`src/rtl/btn_pkg.sv`:
```
`default_nettype none
// ============================================================================
// Module  : btn_pkg
// Brief   : Shared constants, FSM encodings and counter-width helper for the
//           button conditioner.
// Revision: 1.0
// ============================================================================
package btn_pkg;

   localparam logic [1:0] ST_IDLE   = 2'd0;
   localparam logic [1:0] ST_PRESS  = 2'd1;
   localparam logic [1:0] ST_REPEAT = 2'd2;

   localparam int BTN_LEFT   = 0;
   localparam int BTN_RIGHT  = 1;
   localparam int BTN_FALL   = 2;
   localparam int BTN_ROTATE = 3;
   localparam int BTN_PAUSE  = 4;

   // Never returns 0 so a counter for a 1-cycle limit still has a legal width.
   function automatic int cnt_width(input int value);
      return (value <= 1) ? 1 : $clog2(value);
   endfunction

endpackage
`default_nettype wire

```
`src/rtl/btn_channel.sv`:
```
`default_nettype none
// ============================================================================
// Module  : btn_channel
// Brief   : One button: 2-flop synchroniser, debounce, press/repeat FSM.
//           Auto-repeat is built only when BTN_AUTO_REPEAT_EN is defined.
// Revision: 1.0
// ============================================================================
module btn_channel
   import btn_pkg::*;
#(
`ifdef BTN_AUTO_REPEAT_EN
   parameter int   REPEAT_DELAY    = 7500000,
   parameter int   REPEAT_PERIOD   = 2500000,
   parameter logic REPEAT_EN       = 1'b0,
`endif
   parameter int   DEBOUNCE_CYCLES = 250000
) (
   input  logic clk,
   input  logic reset,
   input  logic raw,
   output logic level,
   output logic pulse,
   output logic pulse_next
);

   localparam int DW = cnt_width(DEBOUNCE_CYCLES);
   localparam logic [DW-1:0] DMAX = DW'(DEBOUNCE_CYCLES - 1);

   logic          sync1;
   logic          sync_s;
   logic [DW-1:0] dcnt;
   logic [1:0]    state;
   logic [1:0]    state_next;
   logic          accept;
   logic          rise;
   logic          fall;

   always_ff @(posedge clk or negedge reset) begin
      if (!reset) begin
         sync1  <= 1'b0;
         sync_s <= 1'b0;
      end else begin
         sync1  <= raw;
         sync_s <= sync1;
      end
   end

   assign accept = (sync_s != level) && (dcnt == DMAX);
   assign rise   = accept &  sync_s;
   assign fall   = accept & ~sync_s;

   always_ff @(posedge clk or negedge reset) begin
      if (!reset) begin
         dcnt  <= '0;
         level <= 1'b0;
      end else if (sync_s == level) begin
         dcnt <= '0;
      end else if (accept) begin
         level <= sync_s;
         dcnt  <= '0;
      end else begin
         dcnt <= dcnt + 1'b1;
      end
   end

`ifdef BTN_AUTO_REPEAT_EN
   localparam int RMAX = (REPEAT_DELAY > REPEAT_PERIOD) ? REPEAT_DELAY : REPEAT_PERIOD;
   localparam int RW   = cnt_width(RMAX);
   localparam logic [RW-1:0] DELAY_MAX  = RW'(REPEAT_DELAY - 1);
   localparam logic [RW-1:0] PERIOD_MAX = RW'(REPEAT_PERIOD - 1);

   logic [RW-1:0] rcnt;
   logic [RW-1:0] rcnt_next;

   always_comb begin
      state_next = state;
      rcnt_next  = rcnt;
      pulse_next = 1'b0;
      // A debounced release wins over any repeat that would fire this cycle.
      if (fall) begin
         state_next = ST_IDLE;
         rcnt_next  = '0;
      end else begin
         case (state)
            ST_IDLE: begin
               if (rise) begin
                  state_next = ST_PRESS;
                  rcnt_next  = '0;
                  pulse_next = 1'b1;
               end
            end
            ST_PRESS: begin
               if (REPEAT_EN) begin
                  if (rcnt == DELAY_MAX) begin
                     state_next = ST_REPEAT;
                     rcnt_next  = '0;
                     pulse_next = 1'b1;
                  end else begin
                     rcnt_next = rcnt + 1'b1;
                  end
               end
            end
            ST_REPEAT: begin
               if (rcnt == PERIOD_MAX) begin
                  rcnt_next  = '0;
                  pulse_next = 1'b1;
               end else begin
                  rcnt_next = rcnt + 1'b1;
               end
            end
            default: begin
               state_next = ST_IDLE;
               rcnt_next  = '0;
            end
         endcase
      end
   end

   always_ff @(posedge clk or negedge reset) begin
      if (!reset) begin
         rcnt <= '0;
      end else begin
         rcnt <= rcnt_next;
      end
   end
`else
   always_comb begin
      state_next = state;
      pulse_next = 1'b0;
      if (fall) begin
         state_next = ST_IDLE;
      end else if ((state == ST_IDLE) && rise) begin
         state_next = ST_PRESS;
         pulse_next = 1'b1;
      end
   end
`endif

   always_ff @(posedge clk or negedge reset) begin
      if (!reset) begin
         state <= ST_IDLE;
         pulse <= 1'b0;
      end else begin
         state <= state_next;
         pulse <= pulse_next;
      end
   end

endmodule
`default_nettype wire

```
`src/rtl/btn_conditioner.sv`:
```
`default_nettype none
// ============================================================================
// Module  : btn_conditioner
// Brief   : Conditions NUM_BTN raw push-buttons into debounced levels, command
//           pulses and a pause toggle. Auto-repeat enabled by the
//           BTN_AUTO_REPEAT_EN macro.
// Revision: 1.0
// ============================================================================
module btn_conditioner
   import btn_pkg::*;
#(
   parameter int                 NUM_BTN         = 5,
   parameter int                 DEBOUNCE_CYCLES = 250000,
   parameter int                 REPEAT_DELAY    = 7500000,
   parameter int                 REPEAT_PERIOD   = 2500000,
   parameter logic [NUM_BTN-1:0] REPEAT_MASK     = 5'b00111,
   parameter int                 PAUSE_IDX       = BTN_PAUSE
) (
   input  logic               clk,
   input  logic               reset,
   input  logic [NUM_BTN-1:0] btn_raw,
   output logic [NUM_BTN-1:0] btn_level,
   output logic [NUM_BTN-1:0] btn_pulse,
   output logic               pause_state
);

   logic [NUM_BTN-1:0] pulse_next;

   generate
      for (genvar i = 0; i < NUM_BTN; i++) begin : g_chan
`ifdef BTN_AUTO_REPEAT_EN
         // Pause must never auto-repeat, whatever the mask says.
         localparam logic REP_EN = REPEAT_MASK[i] && (i != PAUSE_IDX);

         btn_channel #(
            .REPEAT_DELAY    (REPEAT_DELAY),
            .REPEAT_PERIOD   (REPEAT_PERIOD),
            .REPEAT_EN       (REP_EN),
            .DEBOUNCE_CYCLES (DEBOUNCE_CYCLES)
         ) u_chan (
            .clk        (clk),
            .reset      (reset),
            .raw        (btn_raw[i]),
            .level      (btn_level[i]),
            .pulse      (btn_pulse[i]),
            .pulse_next (pulse_next[i])
         );
`else
         btn_channel #(
            .DEBOUNCE_CYCLES (DEBOUNCE_CYCLES)
         ) u_chan (
            .clk        (clk),
            .reset      (reset),
            .raw        (btn_raw[i]),
            .level      (btn_level[i]),
            .pulse      (btn_pulse[i]),
            .pulse_next (pulse_next[i])
         );
`endif
      end
   endgenerate

   // Toggle on the pre-register pulse so pause_state changes with btn_pulse.
   always_ff @(posedge clk or negedge reset) begin
      if (!reset) begin
         pause_state <= 1'b0;
      end else if (pulse_next[PAUSE_IDX]) begin
         pause_state <= ~pause_state;
      end
   end

endmodule
`default_nettype wire

```
`config.mk`:
```
export PLATFORM = sky130hd
export DESIGN_NAME = btn_conditioner
export DESIGN_NICKNAME = d
export VERILOG_FILES = /design/src/rtl/btn_pkg.sv /design/src/rtl/btn_channel.sv /design/src/rtl/btn_conditioner.sv
export SDC_FILE = /design/constraint.sdc
export NUM_CORES = 1
export LEC_CHECK = 0
export CORE_MARGIN = 2
export CORE_UTILIZATION = 45
export DETAILED_ROUTE_END_ITERATION = 8
export GPL_ROUTABILITY_DRIVEN = 0
export GPL_TIMING_DRIVEN = 0
export PLACE_DENSITY = 0.64
export SLEW_MARGIN = 15
export SYNTH_ARGS = -nofsm -noshare
export SYNTH_HDL_FRONTEND = slang
export SYNTH_SLANG_ARGS = --single-unit
```
`constraint.sdc`:
```
create_clock -name clk -period 3.1 [get_ports clk]
set_input_delay 0.93 -clock clk [delete_from_list [all_inputs] [get_ports clk]]
set_output_delay 0.93 -clock clk [all_outputs]
set_load 0.02 [all_outputs]
```
== Yosys cells after proc, flatten, opt, wreduce, memory -nomap -nowiden ==
Index checks and enable logic that the tools add are counted.

* Add/subtract/negate cells: 5
* $mul: 0
* Div/mod/pow operators: 0
* Order comparisons: 0
* Eq/ne operators: 15
* Shift-type cells: 0
* Muxes and demuxes: 30
* Bitwise gates (word level): 21
* Reductions and logical operators: 25

{| class="wikitable"
|+ Operator list
! cell !! number
|-
| two-way mux 18 bit || 10
|-
| adder 18 x 1 -> 18 bit, second input constant || 5
|-
| == test 18 bit, second input constant || 5
|-
| two-way mux 2 bit || 10
|-
| NOT 1 bit || 11
|-
| AND 1 bit || 10
|-
| logical AND 1 bit || 10
|-
| zero test 2 bit || 5
|-
| two-way mux 1 bit || 10
|-
| AND reduction 2 bit || 5
|-
| nonzero test 2 bit || 5
|-
| == test 1 bit || 5
|-
| != test 1 bit || 5
|}

* Flip-flop bits (word level): 121
* Latch bits: 0
* Bits in writable memories: 0
* ROM bits: 0
* Output and inout port bits: 11
* Word-level logic and storage cells: 127
* Memories: 0

== Depth between registers and ports, before layout ==
Gate-level depths: netlist of the first run.

* Depth in word-level cells: 6
* Mapped depth: 7
* Mapped depth without buffers: 5

== Hierarchy ==
From an unflattened synthesis of the first run, not the netlist that was laid out.

* Cells, all modules: 512
* Area total of the unflattened synthesis: 5632.9 µm²

{| class="wikitable"
|+ Modules (own cells, without submodules)
! module !! times used !! cells each !! area an instance (µm²)
|-
| btn_channel || 5 || 102 || 1119.8
|-
| btn_conditioner || 1 || 2 || 33.8
|}

== Worst setup path after synthesis of the first run ==
Ideal clock, no wire load.

* Kind: reg-to-reg
* Start point: reg g_chan[3].u_chan.dcnt[0]
* End point: reg g_chan[3].u_chan.level
* Library setup time: 0.125 ns
* Arrival: 1.753 ns
* Path slack: 1.222 ns
* Cell stages (with the launch flop): 7
* Buffers on the path: 1
* Period minus slack after synthesis: 1.878 ns
* Path through: dfrtp_1 -> ha_1 -> and3_1 -> clkbuf_1 -> nand4_1 -> nor3b_1 -> mux2_2

* Word-level cells in the longest chain between the ends: 3

{| class="wikitable"
|+ Ends and longest elaborated chain
! item !! line !! source
|-
| start, declared || btn_channel.sv:31 || <nowiki>logic [DW-1:0] dcnt;</nowiki>
|-
| start signal, assigned || btn_channel.sv:62 || <nowiki>dcnt <= dcnt + 1'b1;</nowiki>
|-
| == test 18 bit || btn_channel.sv:48 || <nowiki>assign accept = (sync_s != level) && (dcnt == DMAX);</nowiki>
|-
| logical AND 1 bit || btn_channel.sv:48 ||
|-
| AND reduction 2 bit (no line) || -- ||
|-
| end signal, assigned || btn_channel.sv:59 || <nowiki>level <= sync_s;</nowiki>
|-
| end, declared || btn_channel.sv:21 || <nowiki>output logic level,</nowiki>
|}

No other way between the ends.
A chain may end at the register's enable or synchronous reset.

== Worst setup path in the final report of the first run ==
* Start point: reg g_chan[4].u_chan.level
* End point: out btn_level[4]

{| class="wikitable"
|+ RTL lines
! item !! line !! source
|-
| start, declared || btn_channel.sv:21 ||
|-
| start signal, assigned || btn_channel.sv:59 ||
|-
| end, declared || btn_conditioner.sv:22 || <nowiki>output logic [NUM_BTN-1:0] btn_level,</nowiki>
|}

No word-level cell between the ends.

==> results of run 1 <==
through the flow:
stage | cell area (um^2) | hold WS, ps | power, mW | instances | setup TNS [ps]
detailed placement | 5870 | 337 | 1.68 | 700 | 0
CTS | 6450 | 349 | 3.59 | 731 | 0
floorplan | 5480 | 331 | 1.62 | 535 | 0
global route | 6450 | 358 | 3.68 | 731 | 0
global placement | 5840 | 333 | 1.68 | 699 | -381740
finish | 6450 | 348 | 3.54 | 731 | 0
kinds of logic after synthesis:
family / after synthesis / synth area share, %
buf+inv: 39 / 3.42
fa+ha+maj: 5 / 1.14
flops: 116 / 52.9
xor+xnor: 78 / 12.5
compound gates: 25 / 3.17
mux: 9 / 1.83
simple gates: 263 / 25.1
worst paths after layout:
check                                            endpoint  slack, ps  cells after the start
worst max-delay path                         btn_level[4]        580                      2
worst max register to register  g_chan[0].u_chan.dcnt[15]        910                      5
min in group asynchronous       g_chan[1].u_chan.dcnt[13]        400                      1
worst min register to register    g_chan[0].u_chan.sync_s        350                      0
max in group asynchronous        g_chan[2].u_chan.dcnt[5]       2020                      2
worst min-delay path              g_chan[0].u_chan.sync_s        350                      0
critical path, stage by stage, from the launching register on:
cell             delay (ps)
dfrtp_1                 450
buf_4                   140
clkdlybuf4s50_1         590
layer usage:
layer	track usage, %	vias to the layer above	wire length, um
li1	-	1938	-
met1	22.8	1928	4840
met2	26.7	41	4780
met3	5.51	9	322
met4	7.24	0	102
met5	0	-	0
flip-flops by register name, summed over array words and instances (netlist names):
name / cells
g_chan.u_chan.dcnt: 90
g_chan.u_chan.level: 5
g_chan.u_chan.pulse: 5
g_chan.u_chan.state: 5
g_chan.u_chan.sync1: 5
g_chan.u_chan.sync_s: 5
pause_state: 1
cells in the final DEF, fill, tap and decap left out, types with 2 or more instances in the layout:
cell type,n
nor4b_1,7
nor3_1,15
dfrtp_1,116
and4_1,2
and2_1,2
nor4_1,30
clkinv_2,2
inv_1,18
nor2b_1,2
clkbuf_16,17
and3b_1,3
or2_2,2
buf_4,10
nor2_1,94
clkinvlp_4,3
nor3b_1,4
nand3_1,31
o31ai_1,3
or3_1,3
o21ai_0,4
xnor2_1,60
a21oi_1,6
clkbuf_1,11
nand2_1,19
o21ai_2,2
clkdlybuf4s50_1,16
xor2_1,18
nand3b_1,2
or4_1,4
nand4_1,30
clkbuf_8,3
mux2_2,8
o21ai_1,2
buf_2,3
ha_1,5
and3_1,8
a31o_2,3
bufinv_16,2
area by class of cell:
class                           count  area (um^2)  area share [%]
Buffer                             21          120            1.86
Tap cell                          147          184            2.85
Inverter                           18         67.6            1.05
Timing Repair Buffer               18          199            3.09
Multi-Input combinational cell    380         2390            37.1
Clock buffer                       23          478            7.41
Sequential cell                   116         2900            45.0
Clock inverter                      8          101            1.57
report_power, final:
part | switching (mW) | internal [mW] | total (mW)
registers | 0.0219 | 1.54 | 1.56
logic | 0.0622 | 0.0308 | 0.0930
clock network | 0.645 | 1.24 | 1.88
total | 0.729 | 2.81 | 3.54
cells in the mapped netlist, types with 4 or more instances:
cell	n
nor3b_1	4
nand2_1	19
or4_1	4
a21oi_1	6
o21ai_0	4
nor4b_1	7
dfrtp_1	116
ha_1	5
xor2_1	18
mux2_2	8
inv_1	18
nor4_1	30
buf_4	10
nor3_1	15
and3_1	8
nor2_1	94
xnor2_1	60
clkbuf_1	8
nand4_1	30
nand3_1	31
==> qor.csv, run 1 <==
stage,metric,value,unit
final_layout,syn_to_final_growth,17.5,%
worst_setup_path,cp.required,2170,ps
detailed_routing,wl_per_cell,13.7,um
global_route,antenna_found_initial,0,
synthesis,ys.warnings.count,0,
clocking,cts_buffer_depth,2,
placed_design,pre_cts_slack,887,ps
timing,setup_ws,581,ps
global_route,grt-ovfl-total,0,
global_route,grt_pass1_vias,3851,
detailed_routing,wl,10000,um
worst_setup_path,crit_path_start,g_chan[4].u_chan.level,
worst_setup_path,cp_max_fo,6,
power,pwr_density_cell,549,nW/um^2
clocking,clk_pin_slew_worst_paths,50,ps
timing,relSlewSlack,56.4,%
floorplanning,io_pins,18,
global_route,grtUsageTotal,17.4,%
clocking,cts_resized,0,
synthesis,synthCells,535,
detailed_routing,via_count,3916,
global_route,grt_first_pass_wirelength,17800,um
timing,finalClockSkew,5.18,ps
worst_setup_path,critPathLaunchType,register,
timing,rsz0062_at_grt,false,
floorplanning,die_w,114,um
timing,final.period_utilization,81.3,%
floorplanning,design.die.area,13100,um^2
detailed_routing,first_pass_iters,4,
synthesis,synth.top_cells.by_area,"dfrtp_1 (53%), xnor2_1 (9.6%), nor2_1 (6.4%)",
floorplanning,placementRows,40,
synthesis,syn_area,5480,um^2
timing,period_needed,2520,ps
placed_design,dp_hpwl,6720,um
synthesis,avgSynthCellArea,10.3,um^2
final_layout,drive_gt1_share,10.8,%
detailed_routing,drc,0,
floorplanning,core,12000,um^2
synthesis,synthFlopType,dfrtp_1,
hold_path,hp-class,register to register,
final_layout,finish.utilization,53.9,%
clocking,postCtsSetupRepairBufs,0,
worst_setup_path,arrival,1590,ps
clocking,insertion_delay,410,ps
clocking,numCtsBuffers,17,
clocking,h-tree-depth,4,
clocking,hold_buffers,0,
final_layout,fillerInstances,1072,
power,p_leak,2.62,nW
detailed_routing,via_per_inst,5.36,
timing,worstMarginPinSlew,650,ps
flow_run,cap_violations,0,
placed_design,port_buffers,17,
clocking,clock-sinks,116,
floorplanning,chipHeight,114,um
worst_setup_path,crit_type,register to output pin,
timing,drv_slew,0,
synthesis,syn_nets,547,
timing,hold_viol,0,
outcome,status,"complete, no violations",
detailed_routing,dr.first_iter.drc_count,217,
worst_setup_path,critPathCaptureType,output pin,
global_route,grt_start_max_net_pins,85,
timing,fmax,0.397,GHz
clocking,cts_tree,built,
power,max-vdd-ir-drop,0.584,mV
worst_setup_path,r2r-start,g_chan[0].u_chan.dcnt[0],
synthesis,yosys.area.top_type_share,52.9,%
hold_path,holdCritStartpoint,g_chan[0].u_chan.sync1,
synthesis,synth.distinct_cells,43,
floorplanning,initial_core_util,45.8,%
clocking,cts-root-buf,clkbuf_16,
timing,setup_violations,0,
final_layout,antennaDiodeCount,0,
final_layout,nets,584,
detailed_routing,ant_nets,0,
synthesis,synth_edf_count,0,
synthesis,seq_area_frac_synth,52.9,%
synthesis,synth.largest_area_cell,dfrtp_1,
synthesis,async_flop_share,100,%
synthesis,yosys_register_bits,116,
Power figures use the tool's default switching activity.
==> inputs of run 2 (changes only) <==
- PLACE_DENSITY: 0.64 -> 0.66
- clock period: 3.1 -> 2.05 ns (I/O delays scaled with it)
==> qor.csv, run 2 (synthesis results as in run 1) <==
stage,metric,value,unit
floorplanning,die_w,114,um
worst_setup_path,critPathLaunchType,register,
clocking,insertion_delay,410,ps
final_layout,final_common_cell,dfrtp_1,
placed_design,port_buffers,17,
global_route,grt-ovfl-total,0,
floorplanning,core,12000,um^2
final_layout,final_cells,741,
power,pwr_density_cell,858,nW/um^2
floorplanning,chipHeight,114,um
placed_design,dp_hpwl,6930,um
detailed_routing,dr.first_iter.drc_count,157,
detailed_routing,wl,10600,um
clocking,cts_tree,built,
worst_setup_path,critPathCaptureType,output pin,
floorplanning,placementRows,40,
timing,worstMarginPinSlew,621,ps
final_layout,nets,593,
worst_setup_path,cp_max_fo,1,
final_layout,drive_gt1_share,13.6,%
worst_setup_path,cpMaxStageDelayCell,clkdlybuf4s50_1,
final_layout,finish.utilization,55.4,%
timing,relSlewSlack,58.2,%
global_route,grt_first_pass_wirelength,18500,um
worst_setup_path,reg2reg_slack,110,ps
clocking,numCtsBuffers,17,
outcome,status,"complete, no violations",
worst_setup_path,r2r_cells,4,
timing,drv_slew,0,
clocking,cts_buffer_depth,2,
worst_setup_path,crit_type,register to output pin,
detailed_routing,wl_per_cell,14.4,um
worst_setup_path,arrival,1400,ps
worst_setup_path,r2r_end,g_chan[1].u_chan.pulse,
timing,hold_ws,65.3,ps
worst_setup_path,cp_top_family,buffers and inverters,
timing,setup_violations,0,
detailed_routing,drc,0,
clocking,cts-root-buf,clkbuf_16,
global_route,grt_pass1_vias,4006,
timing,finalClockSkew,5.21,ps
final_layout,antennaDiodeCount,0,
timing,final.period_utilization,98.3,%
worst_setup_path,cp_cell_sequence,"buf_4, clkdlybuf4s50_1",
floorplanning,design.die.area,13100,um^2
global_route,grtUsageTotal,17.6,%
detailed_routing,ant_nets,0,
placed_design,place_inst,700,
clocking,h-tree-depth,4,
detailed_routing,via_per_inst,5.44,
clocking,hold_buffers,0,
worst_setup_path,cp.required,1430,ps
final_layout,mostFrequentLayoutCells,"dfrtp_1 (116), nor2_1 (94), xnor2_1 (60)",
clocking,clock-sinks,116,
detailed_routing,first_pass_iters,4,
global_route,grt_start_max_net_pins,90,
worst_setup_path,worst-path-buf-inv,2,
global_route,antenna_found_initial,0,
power,p_leak,2.81,nW
timing,period_needed,2020,ps
final_layout,largest_register_ffs,90,
floorplanning,initial_core_util,45.8,%
power,max-vdd-ir-drop,0.400,mV
timing,fmax,0.496,GHz
clocking,clk_pin_slew_worst_paths,50,ps
flow_run,cap_violations,0,
hold_path,hp-class,input pin to asynchronous set/reset pin,
timing,hold_viol,0,
worst_setup_path,r2r-start,g_chan[1].u_chan.dcnt[9],
timing,setup_ws,34.7,ps
final_layout,top_register,g_chan.u_chan.dcnt,
worst_setup_path,max_stage_delay,520,ps
floorplanning,io_pins,18,
placed_design,pre_cts_slack,-167,ps
detailed_routing,via_count,4031,
final_layout,syn_to_final_growth,20.9,%
-- run 2: final cells by class --
cell class,instances,area (um^2)
repair buffers,28,274
well taps,147,184
fillers,1008,5330
multi-input cells,380,2450
inverters,18,67.6
clock inverters,10,179
clock buffers,22,454
flip-flops and latches,116,2900
plain buffers,20,124
-- run 2: worst max path at each step --
| stage | slack, ps | start | to | cells past startpoint |
|---|---|---|---|---|
| final | 30 | g_chan[4].u_chan.pulse | btn_pulse[4] | 2 |
| after global placement | -4000 | reset | g_chan[0].u_chan.sync1 | 1 |
| after detailed placement | -170 | g_chan[4].u_chan.dcnt[0] | g_chan[4].u_chan.dcnt[15] | 6 |
| after floorplan | 170 | g_chan[3].u_chan.dcnt[0] | g_chan[3].u_chan.level | 6 |
| after CTS | -70 | g_chan[3].u_chan.dcnt[0] | g_chan[3].u_chan.dcnt[8] | 7 |
| after global routing | -3 | g_chan[4].u_chan.dcnt[0] | g_chan[4].u_chan.dcnt[9] | 6 |
-- run 2: repair_timing --
action / CTS / global route
pin swaps: 1 / 5
resized for setup: 13 / 12
endpoints found under the setup margin: 61 / 59
hold endpoints to repair: 0 / 0
setup buffers: 0 / 10
-- run 2: power by group --
group          internal, mW  total (mW)  switching (mW)  leakage [nW]
Sequential             2.33        2.36          0.0343          1.59
Combinational        0.0582       0.158          0.0999         0.910
Clock                  2.18        3.17           0.989         0.312
-- run 2: per-stage QoR --
stage | TNS, ps | power (mW) | area (um^2)
after floorplan | 0 | 2.46 | 5480
after global placement | -466410 | 2.54 | 5840
after detailed placement | -5970 | 2.55 | 5870
after CTS | -742 | 5.73 | 6530
after global routing | -2.68 | 5.88 | 6630
final | 0 | 5.69 | 6630
-- run 2: worst register-to-register path, stage by stage, from the launching register on --
cell and delay (ps):
dfrtp_1 420, or4_1 530, nor4_1 250, nand3_1 170, nor4b_1 420
-- run 2: routing by layer --
| metal | share of wire (%) | up-vias | track usage (%) |
|---|---|---|---|
| li1 | - | 1950 | - |
| met1 | 47 | 2004 | 23.2 |
| met2 | 49 | 62 | 27.9 |
| met3 | 3.1 | 15 | 4.82 |
| met4 | 1.4 | 0 | 6.91 |
| met5 | 0 | - | 0 |
